==> src/rtl/mul_arbiter_if.sv <==
// Bundle of requester, response and muler handshake signals around mul_arbiter.
// slave = arbiter view, master = environment view (requesters plus muler).
interface mul_arbiter_if #(
  parameter int XLEN = 64
);
  logic [1:0]      req_valid;
  logic [1:0]      req_ready;
  logic [1:0]      req_flush;
  logic            req_mulw0;
  logic            req_mulw1;
  logic [1:0]      req_signed0;
  logic [1:0]      req_signed1;
  logic [XLEN-1:0] req_src1_0;
  logic [XLEN-1:0] req_src1_1;
  logic [XLEN-1:0] req_src2_0;
  logic [XLEN-1:0] req_src2_1;
  logic [1:0]      resp_valid;
  logic [1:0]      resp_ready;
  logic [XLEN-1:0] resp_hi;
  logic [XLEN-1:0] resp_lo;
  logic            mul_valid;
  logic            mul_ready;
  logic            mul_flush;
  logic            mul_mulw;
  logic [1:0]      mul_signed;
  logic [XLEN-1:0] mul_src1;
  logic [XLEN-1:0] mul_src2;
  logic            mul_out_valid;
  logic [XLEN-1:0] mul_result_hi;
  logic [XLEN-1:0] mul_result_lo;

  modport slave (
    input  req_valid, req_flush, req_mulw0, req_mulw1, req_signed0, req_signed1,
    input  req_src1_0, req_src1_1, req_src2_0, req_src2_1, resp_ready,
    input  mul_ready, mul_out_valid, mul_result_hi, mul_result_lo,
    output req_ready, resp_valid, resp_hi, resp_lo,
    output mul_valid, mul_flush, mul_mulw, mul_signed, mul_src1, mul_src2
  );

  modport master (
    output req_valid, req_flush, req_mulw0, req_mulw1, req_signed0, req_signed1,
    output req_src1_0, req_src1_1, req_src2_0, req_src2_1, resp_ready,
    output mul_ready, mul_out_valid, mul_result_hi, mul_result_lo,
    input  req_ready, resp_valid, resp_hi, resp_lo,
    input  mul_valid, mul_flush, mul_mulw, mul_signed, mul_src1, mul_src2
  );
endinterface

==> src/rtl/mul_arbiter.sv <==
// mul_arbiter: shares one muler between two requesters. Round-robin grant,
// operand latch, owner flush forwarding and a one-entry response buffer.
module mul_arbiter #(
  parameter int XLEN = 64
) (
  input  logic         clock,
  input  logic         reset,
  mul_arbiter_if.slave bus
);

  typedef enum logic [1:0] {
    IDLE  = 2'd0,
    ISSUE = 2'd1,
    BUSY  = 2'd2,
    RESP  = 2'd3
  } state_e;

  state_e          state_q;
  logic            owner_q;
  logic            last_grant_q;
  logic            mul_valid_q;
  logic            mul_flush_q;
  logic            mulw_q;
  logic [1:0]      signed_q;
  logic [XLEN-1:0] src1_q;
  logic [XLEN-1:0] src2_q;
  logic [1:0]      resp_valid_q;
  logic [XLEN-1:0] resp_hi_q;
  logic [XLEN-1:0] resp_lo_q;

  logic [1:0]      eligible_s;
  logic [1:0]      grant_d;
  logic            grant_sel_s;
  logic            owner_flush_s;

  // Round-robin pick among non-flushing requesters; grants only from IDLE.
  always_comb begin
    eligible_s = bus.req_valid & ~bus.req_flush;
    grant_d    = 2'b00;
    if (!reset || (state_q != IDLE)) begin
      grant_d = 2'b00;
    end else if (eligible_s == 2'b11) begin
      // Both eligible: the one that did not win last time goes first.
      grant_d = last_grant_q ? 2'b01 : 2'b10;
    end else begin
      grant_d = eligible_s;
    end
  end

  assign grant_sel_s   = grant_d[1];
  assign owner_flush_s = bus.req_flush[owner_q];

  assign bus.req_ready  = grant_d;
  // An owner flush in ISSUE withdraws the request in the same cycle.
  assign bus.mul_valid  = mul_valid_q & ~owner_flush_s;
  assign bus.mul_flush  = mul_flush_q;
  assign bus.mul_mulw   = mulw_q;
  assign bus.mul_signed = signed_q;
  assign bus.mul_src1   = src1_q;
  assign bus.mul_src2   = src2_q;
  assign bus.resp_valid = resp_valid_q;
  assign bus.resp_hi    = resp_hi_q;
  assign bus.resp_lo    = resp_lo_q;

  // Arbitration FSM with registered muler drive and response buffer.
  always_ff @(posedge clock or negedge reset) begin
    if (!reset) begin
      state_q      <= IDLE;
      owner_q      <= 1'b0;
      last_grant_q <= 1'b1;
      mul_valid_q  <= 1'b0;
      mul_flush_q  <= 1'b0;
      mulw_q       <= 1'b0;
      signed_q     <= 2'b00;
      src1_q       <= {XLEN{1'b0}};
      src2_q       <= {XLEN{1'b0}};
      resp_valid_q <= 2'b00;
      resp_hi_q    <= {XLEN{1'b0}};
      resp_lo_q    <= {XLEN{1'b0}};
    end else begin
      // Flush towards the muler is a single-cycle pulse.
      mul_flush_q <= 1'b0;
      case (state_q)
        IDLE: begin
          if (grant_d != 2'b00) begin
            owner_q      <= grant_sel_s;
            last_grant_q <= grant_sel_s;
            mulw_q       <= grant_sel_s ? bus.req_mulw1   : bus.req_mulw0;
            signed_q     <= grant_sel_s ? bus.req_signed1 : bus.req_signed0;
            src1_q       <= grant_sel_s ? bus.req_src1_1  : bus.req_src1_0;
            src2_q       <= grant_sel_s ? bus.req_src2_1  : bus.req_src2_0;
            mul_valid_q  <= 1'b1;
            state_q      <= ISSUE;
          end else begin
            state_q <= IDLE;
          end
        end
        ISSUE: begin
          if (owner_flush_s) begin
            mul_valid_q <= 1'b0;
            state_q     <= IDLE;
          end else if (bus.mul_ready) begin
            mul_valid_q <= 1'b0;
            state_q     <= BUSY;
          end else begin
            state_q <= ISSUE;
          end
        end
        BUSY: begin
          // Flush wins over a result arriving in the same cycle.
          if (owner_flush_s) begin
            mul_flush_q <= 1'b1;
            state_q     <= IDLE;
          end else if (bus.mul_out_valid) begin
            resp_hi_q    <= bus.mul_result_hi;
            resp_lo_q    <= bus.mul_result_lo;
            resp_valid_q <= owner_q ? 2'b10 : 2'b01;
            state_q      <= RESP;
          end else begin
            state_q <= BUSY;
          end
        end
        RESP: begin
          if (owner_flush_s || bus.resp_ready[owner_q]) begin
            resp_valid_q <= 2'b00;
            state_q      <= IDLE;
          end else begin
            state_q <= RESP;
          end
        end
        default: begin
          state_q <= IDLE;
        end
      endcase
    end
  end

endmodule

==> src/flat_wrapper.sv <==
// flat-port wrapper written by rule: the top's interface ports become plain ports
module mul_arbiter_flat 
#(
  parameter int XLEN = 64
)
  (clock, reset, bus_req_valid, bus_req_flush, bus_req_mulw0, bus_req_mulw1, bus_req_signed0, bus_req_signed1, bus_req_src1_0, bus_req_src1_1, bus_req_src2_0, bus_req_src2_1, bus_resp_ready, bus_mul_ready, bus_mul_out_valid, bus_mul_result_hi, bus_mul_result_lo, bus_req_ready, bus_resp_valid, bus_resp_hi, bus_resp_lo, bus_mul_valid, bus_mul_flush, bus_mul_mulw, bus_mul_signed, bus_mul_src1, bus_mul_src2);
  mul_arbiter_if #(.XLEN(XLEN)) bus_i ();
  input  logic clock;
  input  logic reset;
  input wire logic [$bits(bus_i.req_valid)-1:0] bus_req_valid;
  input wire logic [$bits(bus_i.req_flush)-1:0] bus_req_flush;
  input wire logic [$bits(bus_i.req_mulw0)-1:0] bus_req_mulw0;
  input wire logic [$bits(bus_i.req_mulw1)-1:0] bus_req_mulw1;
  input wire logic [$bits(bus_i.req_signed0)-1:0] bus_req_signed0;
  input wire logic [$bits(bus_i.req_signed1)-1:0] bus_req_signed1;
  input wire logic [$bits(bus_i.req_src1_0)-1:0] bus_req_src1_0;
  input wire logic [$bits(bus_i.req_src1_1)-1:0] bus_req_src1_1;
  input wire logic [$bits(bus_i.req_src2_0)-1:0] bus_req_src2_0;
  input wire logic [$bits(bus_i.req_src2_1)-1:0] bus_req_src2_1;
  input wire logic [$bits(bus_i.resp_ready)-1:0] bus_resp_ready;
  input wire logic [$bits(bus_i.mul_ready)-1:0] bus_mul_ready;
  input wire logic [$bits(bus_i.mul_out_valid)-1:0] bus_mul_out_valid;
  input wire logic [$bits(bus_i.mul_result_hi)-1:0] bus_mul_result_hi;
  input wire logic [$bits(bus_i.mul_result_lo)-1:0] bus_mul_result_lo;
  output wire logic [$bits(bus_i.req_ready)-1:0] bus_req_ready;
  output wire logic [$bits(bus_i.resp_valid)-1:0] bus_resp_valid;
  output wire logic [$bits(bus_i.resp_hi)-1:0] bus_resp_hi;
  output wire logic [$bits(bus_i.resp_lo)-1:0] bus_resp_lo;
  output wire logic [$bits(bus_i.mul_valid)-1:0] bus_mul_valid;
  output wire logic [$bits(bus_i.mul_flush)-1:0] bus_mul_flush;
  output wire logic [$bits(bus_i.mul_mulw)-1:0] bus_mul_mulw;
  output wire logic [$bits(bus_i.mul_signed)-1:0] bus_mul_signed;
  output wire logic [$bits(bus_i.mul_src1)-1:0] bus_mul_src1;
  output wire logic [$bits(bus_i.mul_src2)-1:0] bus_mul_src2;
  assign bus_i.req_valid = bus_req_valid;
  assign bus_i.req_flush = bus_req_flush;
  assign bus_i.req_mulw0 = bus_req_mulw0;
  assign bus_i.req_mulw1 = bus_req_mulw1;
  assign bus_i.req_signed0 = bus_req_signed0;
  assign bus_i.req_signed1 = bus_req_signed1;
  assign bus_i.req_src1_0 = bus_req_src1_0;
  assign bus_i.req_src1_1 = bus_req_src1_1;
  assign bus_i.req_src2_0 = bus_req_src2_0;
  assign bus_i.req_src2_1 = bus_req_src2_1;
  assign bus_i.resp_ready = bus_resp_ready;
  assign bus_i.mul_ready = bus_mul_ready;
  assign bus_i.mul_out_valid = bus_mul_out_valid;
  assign bus_i.mul_result_hi = bus_mul_result_hi;
  assign bus_i.mul_result_lo = bus_mul_result_lo;
  assign bus_req_ready = bus_i.req_ready;
  assign bus_resp_valid = bus_i.resp_valid;
  assign bus_resp_hi = bus_i.resp_hi;
  assign bus_resp_lo = bus_i.resp_lo;
  assign bus_mul_valid = bus_i.mul_valid;
  assign bus_mul_flush = bus_i.mul_flush;
  assign bus_mul_mulw = bus_i.mul_mulw;
  assign bus_mul_signed = bus_i.mul_signed;
  assign bus_mul_src1 = bus_i.mul_src1;
  assign bus_mul_src2 = bus_i.mul_src2;
  mul_arbiter #(.XLEN(XLEN)) u_core (.clock(clock), .reset(reset), .bus(bus_i));
endmodule
==> config.mk <==
export PLATFORM = sky130hd
export DESIGN_NAME = mul_arbiter_flat
export DESIGN_NICKNAME = d
export VERILOG_FILES = /design/src/rtl/mul_arbiter_if.sv /design/src/rtl/mul_arbiter.sv /design/src/flat_wrapper.sv
export SDC_FILE = /design/constraint.sdc
export NUM_CORES = 1
export LEC_CHECK = 0
export ABC_AREA = 1
export BUFFER_PORTS_ARGS = -buffer_cell sky130_fd_sc_hd__buf_2
export CAP_MARGIN = 20
export CORE_AREA = 2 2 257 259
export DETAILED_ROUTE_END_ITERATION = 10
export DIE_AREA = 0 0 259 261
export GPL_TIMING_DRIVEN = 0
export HOLD_SLACK_MARGIN = 0.08
export SKIP_LAST_GASP = 1
export SLEW_MARGIN = 20
export SYNTH_ARGS = -nofsm -noshare
export SYNTH_HDL_FRONTEND = slang
export SYNTH_SLANG_ARGS = --single-unit
==> constraint.sdc <==
create_clock -name clock -period 3.3 [get_ports clock]
set_clock_uncertainty 0.15 [all_clocks]
set_input_delay 0.33 -clock clock [delete_from_list [all_inputs] [get_ports clock]]
set_output_delay 0.33 -clock clock [all_outputs]
set_load 0.02 [all_outputs]
==> flow_summary.ini, run 1 <==
[timing]
fin_tns_setup_ns = 0
worst_slew_pin_slew_ns = 0.7072
finalCriticalPeriod_ns = 3.156
drv_slew = 0
min_period_over_period = 0.9563
grt_setup_unrepaired = no
worst_slack_ns = 0.1443
setup_viol = 0
relSlewSlack = 0.5285
max_clock_freq_ghz = 0.3169
hold_viol_final = 0

[hold_path]
hold_depth = 8
holdCritPathClass = input pin to register

[placement]
dpl.hpwl_mm = 43.13
portBuffers = 664
gp_congestion = 0.9079
post-place-ws_ns = 0.3868
postPlaceCellArea_um2 = 16730

[yosys]
synthFlopType = dfrtp_1
yosysMostFrequentCell = nand2_1
synth-edff-count = 0
yosys.area.top_type = dfrtp_1
synthCells = 1612
syn_area_um2 = 12230
yosys.cell_types.count = 17
synth_common_cells = 934 x nand2_1, 266 x dfrtp_1, 264 x nand3_1, 68 x buf_2, 19 x clkbuf_1
netlist.area_leader.share = 0.5442
synth_nets = 2012
ys_seq_area_frac = 0.5463
ys_ff_latch = 267
async_reset_ff_frac = 1.000
synth_area_per_cell_um2 = 7.588
yosysWarnings = 0
netlist_top_cells_area = dfrtp_1 54%, nand2_1 29%, nand3_1 11%

[worst_setup_path]
critPathMaxFanout = 86
cpMostUsedCell = nand2_1
required_ns = 3.68
max_stage_delay_ns = 0.63
critPathLaunchType = input pin
cp_slowest_cell = dlygate4sd3_1
cp_top_family = buffers and inverters
crit_path_end_kind = register
worst-path-stages = 12
path_cells = dlygate4sd3_1, buf_8, buf_16, nand3_2, nor2_2, clkbuf_4, buf_2, nand3_1, nand2_1, dlygate4sd3_1, nand2_1, nand2_1
reg2regPathDepth = 9
critPathKind = input pin to register
cp.buffers_inverters = 6
worstPathArrival_ns = 3.54

[floorplan]
chipWidth_um = 259
io_pins = 665
die-area_um2 = 67600
core-area_um2 = 65040
die_height_um = 261
initial_core_util = 0.1881
rows = 94

[pwr]
vdd_drop_max_mv = 0.4272
p_per_area_nw_per_um2 = 783.0
total_power_mw = 17.07
static-leakage-power_nw = 12.21

[global_route]
grt_max_degree = 94
overflow = 0
antenna_found_initial = 0
gr-usage-met2 = 0.2912
first_global_vias = 15174
grt_pass1_wl_mm = 85.41
grt_usage = 0.1631
use_met3 = 0.03765
gr-max-usage-layer = met2
gr-usage-met1 = 0.1807

[clock_network]
clock_sinks = 267
clockBufferDepth = 3
tritoncts = done
clk_pin_slew_ns = 0.06
cts_root_buf = clkbuf_16
cts_made_buffers = 31
clock_latency_ns = 0.58
htree_levels = 1

[layout]
multi_input_area_um2 = 4931
design_area_um2 = 21800
areaGrowthSynthToFinish_pct = 78.26
num_antenna_cells = 0
nets = 3111
layout-drive-gt1-share = 0.2964
n_fill_cell = 6676
layout.area.seq_um2 = 6683

[detailed_routing]
drc = 0
wire_per_inst_um = 16.35
drt-initial-drc-count = 928
drtPass1Iterations = 5
antenna_left = 0
wirelength_mm = 58.79
via_per_inst = 4.196
route.vias.total = 15093

[run_status]
status = completed

[flow_run]
cap_viol_max_count = 0
report_power, final:
part / internal, mW / total, mW / switching, mW / leakage [nW]
sequential: 4.83 / 5.69 / 0.860 / 3.37
clock: 2.25 / 3.69 / 1.44 / 0.535
combinational: 2.72 / 7.69 / 4.98 / 8.30
total: 9.79 / 17.1 / 7.28 / 12.2
worst register-to-register path: stages (launching register included):
cell and delay, ns:
dfstp_2 0.56, nand3_1 0.28, nand3_1 0.29, buf_4 0.31, buf_2 0.45, nand2_1 0.20, nand2_1 0.10, dlygate4sd3_1 0.54
nand2_1 0.05, nand2_1 0.06
timing repair:
action / in CTS / in global routing
setup buffers: 0 / 0
hold buffers: 399 / 0
hold endpoints to repair: 351 / 0
setup endpoints to repair: 0 / 18
resized for setup: 0 / 2
metrics by stage:
step                  util  hold slack, ns  std cells
floorplan                -         -0.1156       1612
global placement    0.2558          0.2994       3140
detailed placement  0.2572        -0.02790       3143
CTS                 0.3352         0.08945       3597
global route        0.3353          0.1598       3597
finish              0.3353          0.1258       3597
flip-flops by register name, indices dropped and copies added (netlist names):
| name | count |
|---|---|
| u_core.bus.mul_mulw | 1 |
| u_core.bus.mul_src1 | 64 |
| u_core.state_q | 2 |
| u_core.last_grant_q | 1 |
| u_core.mul_valid_q | 1 |
| u_core.bus.resp_hi | 64 |
| u_core.owner_q | 1 |
| u_core.bus.resp_valid | 2 |
| u_core.bus.resp_lo | 64 |
| u_core.bus.mul_src2 | 64 |
| u_core.bus.mul_signed | 2 |
| u_core.bus.mul_flush | 1 |
layer usage:
layer | part of all wire | wire length [um]
met2 | 0.49 | 28630
met4 | 0.053 | 3089
met1 | 0.38 | 22390
met5 | 0 | 0
met3 | 0.080 | 4675
cell families (layout without fill, tap and decap cells):
| group | after synthesis | count (layout) | synth area share |
|---|---|---|---|
| and+or+nand+nor | 1211 | 1211 | 0.4000 |
| DFF | 267 | 267 | 0.5463 |
| buffers and inverters | 127 | 1248 | 0.05053 |
| AOI/OAI and AO/OA | 7 | 7 | 0.003171 |
cell type report:
cell class	instances	share of cell area
multi-input combinational	1218	0.2261
clock buffer	39	0.03833
inverter	14	0.002410
sequential	267	0.3065
timing repair buffer	1066	0.3398
buffer	113	0.02617
clock inverter	16	0.01107
tap	864	0.04958
final timing paths:
kind | slack, ns | endpoint | startpoint
hold reg to reg | 0.31 | u_core.bus.resp_hi[51] | u_core.bus.resp_hi[51]
setup / recovery | 0.14 | u_core.bus.mul_src1[36] | reset
hold / removal | 0.13 | u_core.state_q[0] | bus_resp_ready[0]
min in group asynchronous | 0.21 | u_core.bus.mul_src1[0] | reset
setup reg to reg | 0.28 | u_core.bus.mul_src2[24] | u_core.last_grant_q
max in group asynchronous | 1.92 | u_core.bus.resp_hi[42] | reset
layout by cell type, fill, tap and decap left out:
cell	n
inv_2	4
buf_4	15
o21ai_2	1
clkbuf_8	3
buf_2	729
buf_1	11
buf_16	3
dlygate4sd3_1	399
bufinv_16	6
clkbuf_1	24
clkbuf_4	2
dfrtp_1	266
dfstp_2	1
inv_6	2
nand4_1	1
inv_1	10
buf_8	1
nand3_1	264
nor2_2	2
nand2_2	1
nand3_2	1
clkbuf_16	31
nor2_1	8
clkinv_2	7
clkinv_4	1
nand2_1	934
o21ai_0	6
Note: power is estimated with default switching activity, not from simulation.
==> run 2, diff against run 1 <==
--- a/config.mk
+++ b/config.mk
@@ -13,6 +13,7 @@
 export DIE_AREA = 0 0 259 261
 export GPL_TIMING_DRIVEN = 0
 export HOLD_SLACK_MARGIN = 0.08
+export PLACE_DENSITY = 0.43
 export SKIP_LAST_GASP = 1
 export SLEW_MARGIN = 20
 export SYNTH_ARGS = -nofsm -noshare
==> flow_summary.ini, run 2 (synthesis gave the netlist of run 1 again) <==
[worst_setup_path]
critPathLaunchType = input pin
crit_path_end_kind = register
worst-path-stages = 12
cp.buffers_inverters = 6
worstPathArrival_ns = 3.39
critPathMaxFanout = 40
critPathKind = input pin to register
max_stage_delay_ns = 0.58
path_cells = dlygate4sd3_1, buf_12, buf_16, nand3_2, nor2_2, clkbuf_4, buf_2, nand3_1, nand2_1, dlygate4sd3_1, nand2_1, nand2_1
rrSetupSlack_ns = 0.41
timing.rr.end = u_core.bus.mul_src2[29]
r2r-start = u_core.last_grant_q
cp_top_family = buffers and inverters
cp_slowest_cell = dlygate4sd3_1
reg2regPathDepth = 9
required_ns = 3.61
cpMostUsedCell = nand2_1

[clock_network]
tritoncts = done
clock_sinks = 267
clockBufferDepth = 3
htree_levels = 2
clock_latency_ns = 0.53
cts_root_buf = clkbuf_16
cts_setup_buffers = 0
cts_made_buffers = 35
clk_pin_slew_ns = 0.06

[timing]
min_period_over_period = 0.9332
worst_slew_pin_slew_ns = 0.6789
setup_viol = 0
fin_tns_setup_ns = 0
relSlewSlack = 0.5474
worst_slack_ns = 0.2206
grt_setup_unrepaired = no
finalCriticalPeriod_ns = 3.079
drv_slew = 0
hold_viol_final = 0
max_clock_freq_ghz = 0.3247

[global_route]
grt_usage = 0.1641
grt_max_degree = 93
first_global_vias = 15037
antenna_found_initial = 13
grt_pass1_wl_mm = 85.57
overflow = 0

[floorplan]
die_height_um = 261
chipWidth_um = 259
initial_core_util = 0.1881
io_pins = 665
rows = 94
core-area_um2 = 65040
die-area_um2 = 67600

[layout]
areaGrowthSynthToFinish_pct = 78.77
layout.area.seq_um2 = 6683
layout-drive-gt1-share = 0.2967
n_fill_cell = 6962
mostFrequentLayoutCells = 934 x nand2_1, 729 x buf_2, 394 x dlygate4sd3_1
layout_commonest_cell = nand2_1
nets = 3111
design_area_um2 = 21870
multi_input_area_um2 = 4931
stdcell_count = 3602

[detailed_routing]
wire_per_inst_um = 16.20
route.vias.total = 14942
drc = 0
drt-initial-drc-count = 823
antenna_left = 0
via_per_inst = 4.148
drtPass1Iterations = 6
wirelength_mm = 58.35

[placement]
gp_congestion = 0.8974
dp_cells = 3143
dpl.hpwl_mm = 44.90
postPlaceCellArea_um2 = 16730
post-place-ws_ns = 0.3974
portBuffers = 664

[run_status]
status = completed

[flow_run]
cap_viol_max_count = 0

[pwr]
total_power_mw = 17.18
static-leakage-power_nw = 12.23
vdd_drop_max_mv = 0.3290
p_per_area_nw_per_um2 = 785.9

[hold_path]
holdCritPathClass = input pin to async pin
-- run 2: area by class of cell --
| class | count | share of cell area |
|---|---|---|
| clock buffers | 51 | 0.04703 |
| inverters | 14 | 0.002403 |
| diodes | 5 | 0.0005722 |
| plain buffers | 113 | 0.02609 |
| clock inverters | 8 | 0.005436 |
| flip-flops and latches | 267 | 0.3056 |
| multi-input cells | 1218 | 0.2255 |
| repair buffers | 1062 | 0.3379 |
| well taps | 864 | 0.04944 |
-- run 2: power breakdown --
part	leakage, nW	internal, mW	switching (mW)	total (mW)
Clock	0.565	2.39	1.46	3.84
Sequential	3.37	4.83	0.858	5.69
Combinational	8.30	2.71	4.94	7.65
Total	12.2	9.92	7.26	17.2
-- run 2: worst max-delay path by stage --
stage / start / to
final: reset / u_core.bus.mul_src1[48]
after global routing: reset / bus_req_ready[1]
after CTS: reset / u_core.bus.mul_src2[39]
after detailed placement: reset / u_core.bus.mul_src2[35]
after global placement: reset / u_core.bus.mul_src2[35]
after floorplan: u_core.last_grant_q / bus_req_ready[1]
-- run 2: through the flow --
| stage | util | hold slack (ns) |
|---|---|---|
| 2_1_floorplan | - | -0.1156 |
| 3_3_place_gp | 0.2558 | 0.2996 |
| 3_5_place_dp | 0.2572 | 0.09166 |
| 4_1_cts | 0.3355 | 0.09102 |
| 5_1_grt | 0.3361 | 0.1087 |
| 6_report | 0.3362 | 0.1061 |
-- run 2: metal layers --
layer  wire [um]  global-route usage  vias to the layer above
met5         107                   0                        -
met4        1879             0.05604                       16
met3        5591             0.06204                      119
met2       28640              0.2923                      584
met1       22130              0.1785                     6959
li1            -                   -                     7264
-- run 2: repair_timing --
action,4_1_cts,5_1_grt
resized for setup,0,3
setup endpoints to repair,0,72
hold endpoints to repair,445,0
hold buffers,394,0
